--- src/rtl/arch_rat_retire_pkg.sv ---
// Shared definitions for the architectural register alias table: default sizes,
// recovery FSM encoding and a beat-index width helper.
package arch_rat_retire_pkg;

    localparam int unsigned ARCH_REGS_DEF   = 32;
    localparam int unsigned PREG_W_DEF      = 7;
    localparam int unsigned RETIRE_W_DEF    = 4;
    localparam int unsigned RECOV_LANES_DEF = 8;
    localparam int unsigned AR_W_DEF        = $clog2(ARCH_REGS_DEF);

    typedef enum logic [0:0] {
        StIdle = 1'b0,
        StCopy = 1'b1
    } rat_state_e;

    // Beat index needs at least one bit even when the map fits in one beat.
    function automatic int unsigned idx_width(input int unsigned beats);
        return (beats > 1) ? $clog2(beats) : 1;
    endfunction

endpackage

--- src/rtl/arch_rat_retire_if.sv ---
// Retire / free-list / recovery-stream bundle between ROB commit, the
// architectural map and the rename stage.
interface arch_rat_retire_if #(
    parameter int unsigned ARCH_REGS   = arch_rat_retire_pkg::ARCH_REGS_DEF,
    parameter int unsigned PREG_W      = arch_rat_retire_pkg::PREG_W_DEF,
    parameter int unsigned RETIRE_W    = arch_rat_retire_pkg::RETIRE_W_DEF,
    parameter int unsigned RECOV_LANES = arch_rat_retire_pkg::RECOV_LANES_DEF
);
    localparam int unsigned AR_W  = $clog2(ARCH_REGS);
    localparam int unsigned BEATS = ARCH_REGS / RECOV_LANES;
    localparam int unsigned IDX_W = arch_rat_retire_pkg::idx_width(BEATS);

    logic                          arch_sstop;
    logic [RETIRE_W-1:0]           retire_valid;
    logic [RETIRE_W*AR_W-1:0]      retire_ar;
    logic [RETIRE_W*PREG_W-1:0]    retire_pr;
    logic [RETIRE_W-1:0]           free_valid;
    logic [RETIRE_W*PREG_W-1:0]    free_pr;
    logic                          recover_req;
    logic                          recover_busy;
    logic                          recover_valid;
    logic [IDX_W-1:0]              recover_idx;
    logic [RECOV_LANES*PREG_W-1:0] recover_data;
    logic                          recover_done;

    modport master (
        output arch_sstop, retire_valid, retire_ar, retire_pr, recover_req,
        input  free_valid, free_pr, recover_busy, recover_valid, recover_idx,
               recover_data, recover_done
    );

    modport slave (
        input  arch_sstop, retire_valid, retire_ar, retire_pr, recover_req,
        output free_valid, free_pr, recover_busy, recover_valid, recover_idx,
               recover_data, recover_done
    );

endinterface

--- src/rtl/arch_rat_retire_map_resolve.sv ---
// Combinational resolution of one retire group: per-slot displaced register with
// intra-group bypass, and per-entry write enable/data with highest-slot priority.
module retire_map_resolve #(
    parameter int unsigned ARCH_REGS = 32,
    parameter int unsigned PREG_W    = 7,
    parameter int unsigned RETIRE_W  = 4,
    parameter int unsigned AR_W      = $clog2(ARCH_REGS)
) (
    input  logic [ARCH_REGS-1:0][PREG_W-1:0] map,
    input  logic [RETIRE_W-1:0]              valid,
    input  logic [RETIRE_W-1:0][AR_W-1:0]    ar,
    input  logic [RETIRE_W-1:0][PREG_W-1:0]  pr,
    output logic [RETIRE_W-1:0]              free_valid,
    output logic [RETIRE_W-1:0][PREG_W-1:0]  displaced,
    output logic [ARCH_REGS-1:0]             wr_en,
    output logic [ARCH_REGS-1:0][PREG_W-1:0] wr_data
);

    logic [RETIRE_W-1:0] eff;

    // Arch reg 0 is hard-wired, so those slots neither write nor free.
    always_comb begin
        eff = '0;
        for (int i = 0; i < RETIRE_W; i++) begin
            eff[i] = valid[i] && (ar[i] != '0);
        end
    end

    assign free_valid = eff;

    // Older slots in the same group override the table value seen by a younger slot.
    always_comb begin
        displaced = '0;
        for (int i = 0; i < RETIRE_W; i++) begin
            displaced[i] = map[ar[i]];
            for (int j = 0; j < i; j++) begin
                if (eff[j] && (ar[j] == ar[i])) begin
                    displaced[i] = pr[j];
                end
            end
        end
    end

    always_comb begin
        wr_en   = '0;
        wr_data = map;
        for (int e = 0; e < ARCH_REGS; e++) begin
            for (int j = 0; j < RETIRE_W; j++) begin
                if (eff[j] && (ar[j] == AR_W'(e))) begin
                    wr_en[e]   = 1'b1;
                    wr_data[e] = pr[j];
                end
            end
        end
    end

endmodule

--- src/rtl/arch_rat_retire.sv ---
// Architectural register alias table: commits in-order retirements, returns displaced
// physical regs to the free list, and streams the committed map on recovery.
module arch_rat_retire
    import arch_rat_retire_pkg::*;
#(
    parameter int unsigned ARCH_REGS   = ARCH_REGS_DEF,
    parameter int unsigned PREG_W      = PREG_W_DEF,
    parameter int unsigned RETIRE_W    = RETIRE_W_DEF,
    parameter int unsigned RECOV_LANES = RECOV_LANES_DEF
) (
    input logic              clk,
    input logic              rst,
    arch_rat_retire_if.slave bus
);

    localparam int unsigned AR_W  = $clog2(ARCH_REGS);
    localparam int unsigned BEATS = ARCH_REGS / RECOV_LANES;
    localparam int unsigned IDX_W = idx_width(BEATS);

    logic [ARCH_REGS-1:0][PREG_W-1:0] map_q, map_d;
    logic [RETIRE_W-1:0]              free_valid_q, free_valid_d;
    logic [RETIRE_W-1:0][PREG_W-1:0]  free_pr_q, free_pr_d;
    rat_state_e                       state_q, state_d;
    logic [IDX_W-1:0]                 beat_q, beat_d;

    logic                             retire_en;
    logic [RETIRE_W-1:0]              res_free_valid;
    logic [RETIRE_W-1:0][PREG_W-1:0]  res_displaced;
    logic [ARCH_REGS-1:0]             res_wr_en;
    logic [ARCH_REGS-1:0][PREG_W-1:0] res_wr_data;
    logic [RETIRE_W-1:0][AR_W-1:0]    retire_ar;
    logic [RETIRE_W-1:0][PREG_W-1:0]  retire_pr;
    logic [AR_W-1:0]                  slice_base;
    logic                             copy_active;

    assign retire_ar = bus.retire_ar;
    assign retire_pr = bus.retire_pr;

    retire_map_resolve #(
        .ARCH_REGS (ARCH_REGS),
        .PREG_W    (PREG_W),
        .RETIRE_W  (RETIRE_W),
        .AR_W      (AR_W)
    ) u_resolve (
        .map        (map_q),
        .valid      (bus.retire_valid),
        .ar         (retire_ar),
        .pr         (retire_pr),
        .free_valid (res_free_valid),
        .displaced  (res_displaced),
        .wr_en      (res_wr_en),
        .wr_data    (res_wr_data)
    );

    // The ROB is flushed while copying, so retires only count in idle.
    assign retire_en = (state_q == StIdle) && !bus.arch_sstop;

    always_comb begin
        map_d        = map_q;
        free_valid_d = '0;
        free_pr_d    = free_pr_q;
        if (retire_en) begin
            free_valid_d = res_free_valid;
            free_pr_d    = res_displaced;
            for (int e = 0; e < ARCH_REGS; e++) begin
                if (res_wr_en[e]) begin
                    map_d[e] = res_wr_data[e];
                end
            end
        end
    end

    always_comb begin
        state_d     = state_q;
        beat_d      = beat_q;
        copy_active = 1'b0;
        bus.recover_done = 1'b0;
        unique case (state_q)
            StIdle: begin
                if (bus.recover_req) begin
                    state_d = StCopy;
                    beat_d  = '0;
                end
            end
            StCopy: begin
                copy_active = !bus.arch_sstop;
                if (beat_q == IDX_W'(BEATS - 1)) begin
                    bus.recover_done = !bus.arch_sstop;
                    state_d          = StIdle;
                    beat_d           = '0;
                end else begin
                    beat_d = beat_q + 1'b1;
                end
            end
            default: begin
                state_d = StIdle;
                beat_d  = '0;
            end
        endcase
    end

    // Stall freezes everything; the table itself has no other hold path.
    always_ff @(posedge clk or posedge rst) begin
        if (rst) begin
            for (int j = 0; j < ARCH_REGS; j++) begin
                map_q[j] <= PREG_W'(j);
            end
            free_valid_q <= '0;
            free_pr_q    <= '0;
            state_q      <= StIdle;
            beat_q       <= '0;
        end else if (!bus.arch_sstop) begin
            map_q        <= map_d;
            free_valid_q <= free_valid_d;
            free_pr_q    <= free_pr_d;
            state_q      <= state_d;
            beat_q       <= beat_d;
        end
    end

    assign slice_base = AR_W'(beat_q) * AR_W'(RECOV_LANES);

    always_comb begin
        bus.recover_data = '0;
        if (copy_active) begin
            bus.recover_data = map_q[slice_base +: RECOV_LANES];
        end
    end

    assign bus.recover_busy  = (state_q != StIdle);
    assign bus.recover_valid = copy_active;
    assign bus.recover_idx   = beat_q;
    assign bus.free_valid    = free_valid_q;
    assign bus.free_pr       = free_pr_q;

endmodule
--- src/flat_wrapper.sv ---
// flat-port wrapper written by rule: the top's interface ports become plain ports
module arch_rat_retire_flat import arch_rat_retire_pkg::*;
#(
    parameter int unsigned ARCH_REGS   = ARCH_REGS_DEF,
    parameter int unsigned PREG_W      = PREG_W_DEF,
    parameter int unsigned RETIRE_W    = RETIRE_W_DEF,
    parameter int unsigned RECOV_LANES = RECOV_LANES_DEF
)
  (clk, rst, bus_arch_sstop, bus_retire_valid, bus_retire_ar, bus_retire_pr, bus_recover_req, bus_free_valid, bus_free_pr, bus_recover_busy, bus_recover_valid, bus_recover_idx, bus_recover_data, bus_recover_done);
  arch_rat_retire_if #(.ARCH_REGS(ARCH_REGS), .PREG_W(PREG_W), .RETIRE_W(RETIRE_W), .RECOV_LANES(RECOV_LANES)) bus_i ();
  input logic clk;
  input logic rst;
  input wire logic [$bits(bus_i.arch_sstop)-1:0] bus_arch_sstop;
  input wire logic [$bits(bus_i.retire_valid)-1:0] bus_retire_valid;
  input wire logic [$bits(bus_i.retire_ar)-1:0] bus_retire_ar;
  input wire logic [$bits(bus_i.retire_pr)-1:0] bus_retire_pr;
  input wire logic [$bits(bus_i.recover_req)-1:0] bus_recover_req;
  output wire logic [$bits(bus_i.free_valid)-1:0] bus_free_valid;
  output wire logic [$bits(bus_i.free_pr)-1:0] bus_free_pr;
  output wire logic [$bits(bus_i.recover_busy)-1:0] bus_recover_busy;
  output wire logic [$bits(bus_i.recover_valid)-1:0] bus_recover_valid;
  output wire logic [$bits(bus_i.recover_idx)-1:0] bus_recover_idx;
  output wire logic [$bits(bus_i.recover_data)-1:0] bus_recover_data;
  output wire logic [$bits(bus_i.recover_done)-1:0] bus_recover_done;
  assign bus_i.arch_sstop = bus_arch_sstop;
  assign bus_i.retire_valid = bus_retire_valid;
  assign bus_i.retire_ar = bus_retire_ar;
  assign bus_i.retire_pr = bus_retire_pr;
  assign bus_i.recover_req = bus_recover_req;
  assign bus_free_valid = bus_i.free_valid;
  assign bus_free_pr = bus_i.free_pr;
  assign bus_recover_busy = bus_i.recover_busy;
  assign bus_recover_valid = bus_i.recover_valid;
  assign bus_recover_idx = bus_i.recover_idx;
  assign bus_recover_data = bus_i.recover_data;
  assign bus_recover_done = bus_i.recover_done;
  arch_rat_retire #(.ARCH_REGS(ARCH_REGS), .PREG_W(PREG_W), .RETIRE_W(RETIRE_W), .RECOV_LANES(RECOV_LANES)) u_core (.clk(clk), .rst(rst), .bus(bus_i));
endmodule
--- config.mk ---
export PLATFORM = sky130hd
export DESIGN_NAME = arch_rat_retire_flat
export DESIGN_NICKNAME = d
export VERILOG_FILES = /design/src/rtl/arch_rat_retire_pkg.sv /design/src/rtl/arch_rat_retire_if.sv /design/src/rtl/arch_rat_retire_map_resolve.sv /design/src/rtl/arch_rat_retire.sv /design/src/flat_wrapper.sv
export SDC_FILE = /design/constraint.sdc
export NUM_CORES = 2
export LEC_CHECK = 0
export ABC_AREA = 0
export CAP_MARGIN = 20
export CELL_PAD_IN_SITES_DETAIL_PLACEMENT = 1
export CELL_PAD_IN_SITES_GLOBAL_PLACEMENT = 2
export CORE_MARGIN = 1.5
export CORE_UTILIZATION = 47
export CTS_BUF_LIST = sky130_fd_sc_hd__clkbuf_8
export CTS_CLUSTER_SIZE = 24
export DETAILED_ROUTE_END_ITERATION = 8
export DONT_BUFFER_PORTS = 1
export PLACE_DENSITY = 0.87
export SYNTH_ARGS = -nofsm -noshare
export SYNTH_HDL_FRONTEND = slang
export SYNTH_SLANG_ARGS = --single-unit
export TNS_END_PERCENT = 20
--- constraint.sdc ---
create_clock -name clk -period 21.7 [get_ports clk]
set_input_delay 5.425 -clock clk [delete_from_list [all_inputs] [get_ports clk]]
set_output_delay 5.425 -clock clk [all_outputs]
set_load 0.005 [all_outputs]
==> summary.txt <==
Die
  – Die width: 242 µm
  – DIE AREA: 58800 µm²
  – Rows: 87
  – Initial Utilization: 47.7%
  – Core area: 56500 µm²
  – Die Ht: 242 µm
  – Io pins: 149

Placed design
  – # port buffers: 0
  – Placed Cells: 3264
  – Detailed placer's ending HPWL: 96800 µm
  – Placer Congestion: 1.02

Setup path
  – CP required: 16.27 ns
  – Startpoint types: primary input
  – Crit Path Category: in2out
  – Crit. End Element: output port
  – FF-to-FF path depth: 4
  – CP Data Arrival Time: 6.14 ns
  – R2R Setup Slk: 19.14 ns
  – Largest fanout on the critical path: 54

Logic synthesis
  – Synth Area in Compound Gates: 17.6%
  – Simple logic cell fraction of the synthesized area: 14.2%
  – Sequential area share after synthesis: 24.4%
  – Mapped cell area: 27000 µm²
  – Post-synthesis xor/xnor area fraction: 0.975%
  – Post-synth EDFFs: 0
  – Ys async rst share: 100%
  – Synth Area per Inst: 9.59 µm²
  – Adder-Cell Fraction of Synth Area: 0.0464%
  – Largest family of logic cells by synthesized area: multiplexers
  – Total nets after synthesis: 2868
  – Synth unique cells: 82
  – Yosys reg bits: 259
  – Ys Warns: 0
  – Mux cell area share after synthesis: 37.0%
  – Post-synth top flop: dfrtp_1
  – Cells after Synth: 2811

STA
  – Final setup viols: 0
  – Fmax: 86.5 MHz
  – RSZ-0062 raised after global routing: false
  – Hold Fails Final Rpt: 0
  – Tmin final: 11.56 ns
  – Final TNS setup: 0 ns
  – Worst-margin pin slew: 1.16 ns
  – Worst slew margin: 22.6%
  – Final period util: 53.3%
  – Final Max Tran Viols: 0
  – Setup Skew: 0.0194 ns
  – Min Hold Slack: 0.470 ns

Final layout
  – Layout net count: 2632
  – Non-Filler Instances: 3390
  – Layout area overhead: 3.05%
  – Share of cells above drive strength 1: 23.6%
  – Multi-input gate area: 18900 µm²
  – Reg area: 6590 µm²
  – Fill count: 6295

GRT
  – GRT Total Usage: 49.8%
  – Remaining Overflow, GRT: 0
  – Pin count of the biggest net entering global routing: 93
  – Initial antenna violation count: 13
  – Vias in the first global route: 26300
  – Global-route wire length before repair: 207000 µm

Clock network
  – H-tree Lvls: 2
  – Root buffer cell: clkbuf_8
  – Number of setup buffers added after CTS: 0
  – Clock tree from TritonCTS: built
  – Worst-path clk slew: 0.06 ns
  – # hold bufs at CTS: 0
  – TritonCTS sink count: 259
  – Clk buf depth: 3
  – Clk_lat worst skew: 0.70 ns
  – CTS Buf Count: 51
  – CTS resizes: 0

Power and ir drop
  – PwrDens: 102 nW/µm²
  – IR Drop Worst-Case VDD: 71.3 µV
  – Leakage Power: 0.0109 µW

Drt
  – DRC: 0
  – Final ANT Viol Nets: 0
  – Post-Route WL: 148000 µm
  – DR pass1 iterations: 8
  – Via count: 27100
  – Vias per inst: 7.98
  – Routed len/inst: 43.7 µm
  – Detailed Route Iter0 Violations: 4208

Hold path
  – Worst Hold Class: reg2reg
  – Hold path depth: 0

Outcome
  – Status: complete, no violations

Flow run
  – Max-Cap Viols: 0
## power by group
part	total, µW	switching, µW	internal (µW)
Clock	536	265	271
Sequential	1260	553	707
Combinational	1030	483	545
Total	2820	1300	1520
## kinds of logic after synthesis
group / count (synthesis)
AO/OA/AOI/OAI: 757
XOR/XNOR: 30
flip-flops: 259
adder cells (fa/ha/maj): 1
buffers and inverters: 335
AND/OR/NAND/NOR: 784
multiplexers: 645
## sequential cells by signal, indices dropped and copies added, names as in the netlist
register,cells
u_core.bus.free_pr,28
u_core.bus.free_valid,4
u_core.bus.recover_busy,1
u_core.bus.recover_idx,2
u_core.map_q,224
## worst max-delay path, cell delays in order
cell	delay (ns)
nor2b_4	0.23
buf_12	0.24
and2_1	0.20
## layout make-up
type,count,share of cell area [%]
timing repair buffer,30,0.851
sequential,259,23.7
tap,756,3.41
inverter,16,0.243
multi-input combinational,2217,67.9
clock buffer,62,3.07
clock inverter,34,0.640
antenna,16,0.144
## Yosys cell counts, drive strengths merged (14+ instances only)
master,count,area [µm²]
nand2,346,1310
o21ai,306,1530
mux2i,298,2980
mux4,273,6150
nor2,224,948
clkbuf,182,684
a21oi,181,906
dfrtp,179,4480
buf,137,810
a211oi,103,773
dfstp,80,2100
mux2,74,833
and2,65,407
a222oi,46,460
nand3,35,203
o22ai,30,188
nor3,23,130
a22oi,18,135
xor2,17,149
inv,16,60.1
o221ai,15,131
a221oi,14,123
## worst paths after layout
path                                         from                endpoint
max in group asynchronous                     rst       u_core.map_q[167]
worst max-delay path               bus_arch_sstop    bus_recover_data[54]
worst max register to register  u_core.map_q[129]  u_core.bus.free_pr[17]
worst min register to register    u_core.map_q[6]         u_core.map_q[6]
worst min-delay path              u_core.map_q[6]         u_core.map_q[6]
min in group asynchronous                     rst  u_core.bus.free_pr[21]
## per-layer routing
layer	part of all wire (%)	vias to the layer above	global-route usage (%)
met2	41	2429	70.3
met1	36	13700	63.7
met5	0.029	-	0
met3	15	631	18.1
li1	-	10300	-
met4	8.0	6	33.1
## through the flow
stage	utilization, %	setup WS, ns	instance area [µm²]	power, µW
floorplan	-	9.28	27000	1680
global placement	47.0	9.83	26600	2150
detailed placement	47.1	9.70	26600	2190
CTS	48.9	9.71	27600	2720
global route	49.1	10.10	27700	2860
finish	49.2	10.14	27800	2820
## placed cells by master (no fill, tap or decap), types with 7 or more instances in the layout
master,synthesis,layout
nand2_1,340,340
xor2_1,17,17
mux4_2,273,273
a221oi_1,14,14
a22oi_1,18,18
clkinv_2,0,12
or3_1,8,8
o41ai_2,11,11
clkbuf_8,0,62
diode_2,0,16
inv_1,12,30
nor2_4,11,12
and2_1,65,65
nand2b_1,13,13
nor2b_1,10,8
a222oi_1,46,46
nor2_2,10,10
dfstp_2,80,80
nor3_1,20,16
nor2_1,203,202
xnor2_1,13,13
o21ai_1,86,86
buf_4,28,23
a21oi_1,181,181
mux2i_1,298,298
a211oi_1,103,103
nor3_2,3,7
o221ai_1,15,15
nand3_1,31,31
mux2_2,68,68
dfrtp_1,179,177
o21ai_0,220,220
o22ai_1,30,30
nand3b_1,9,9
Note: power is estimated with default switching activity, not from simulation.
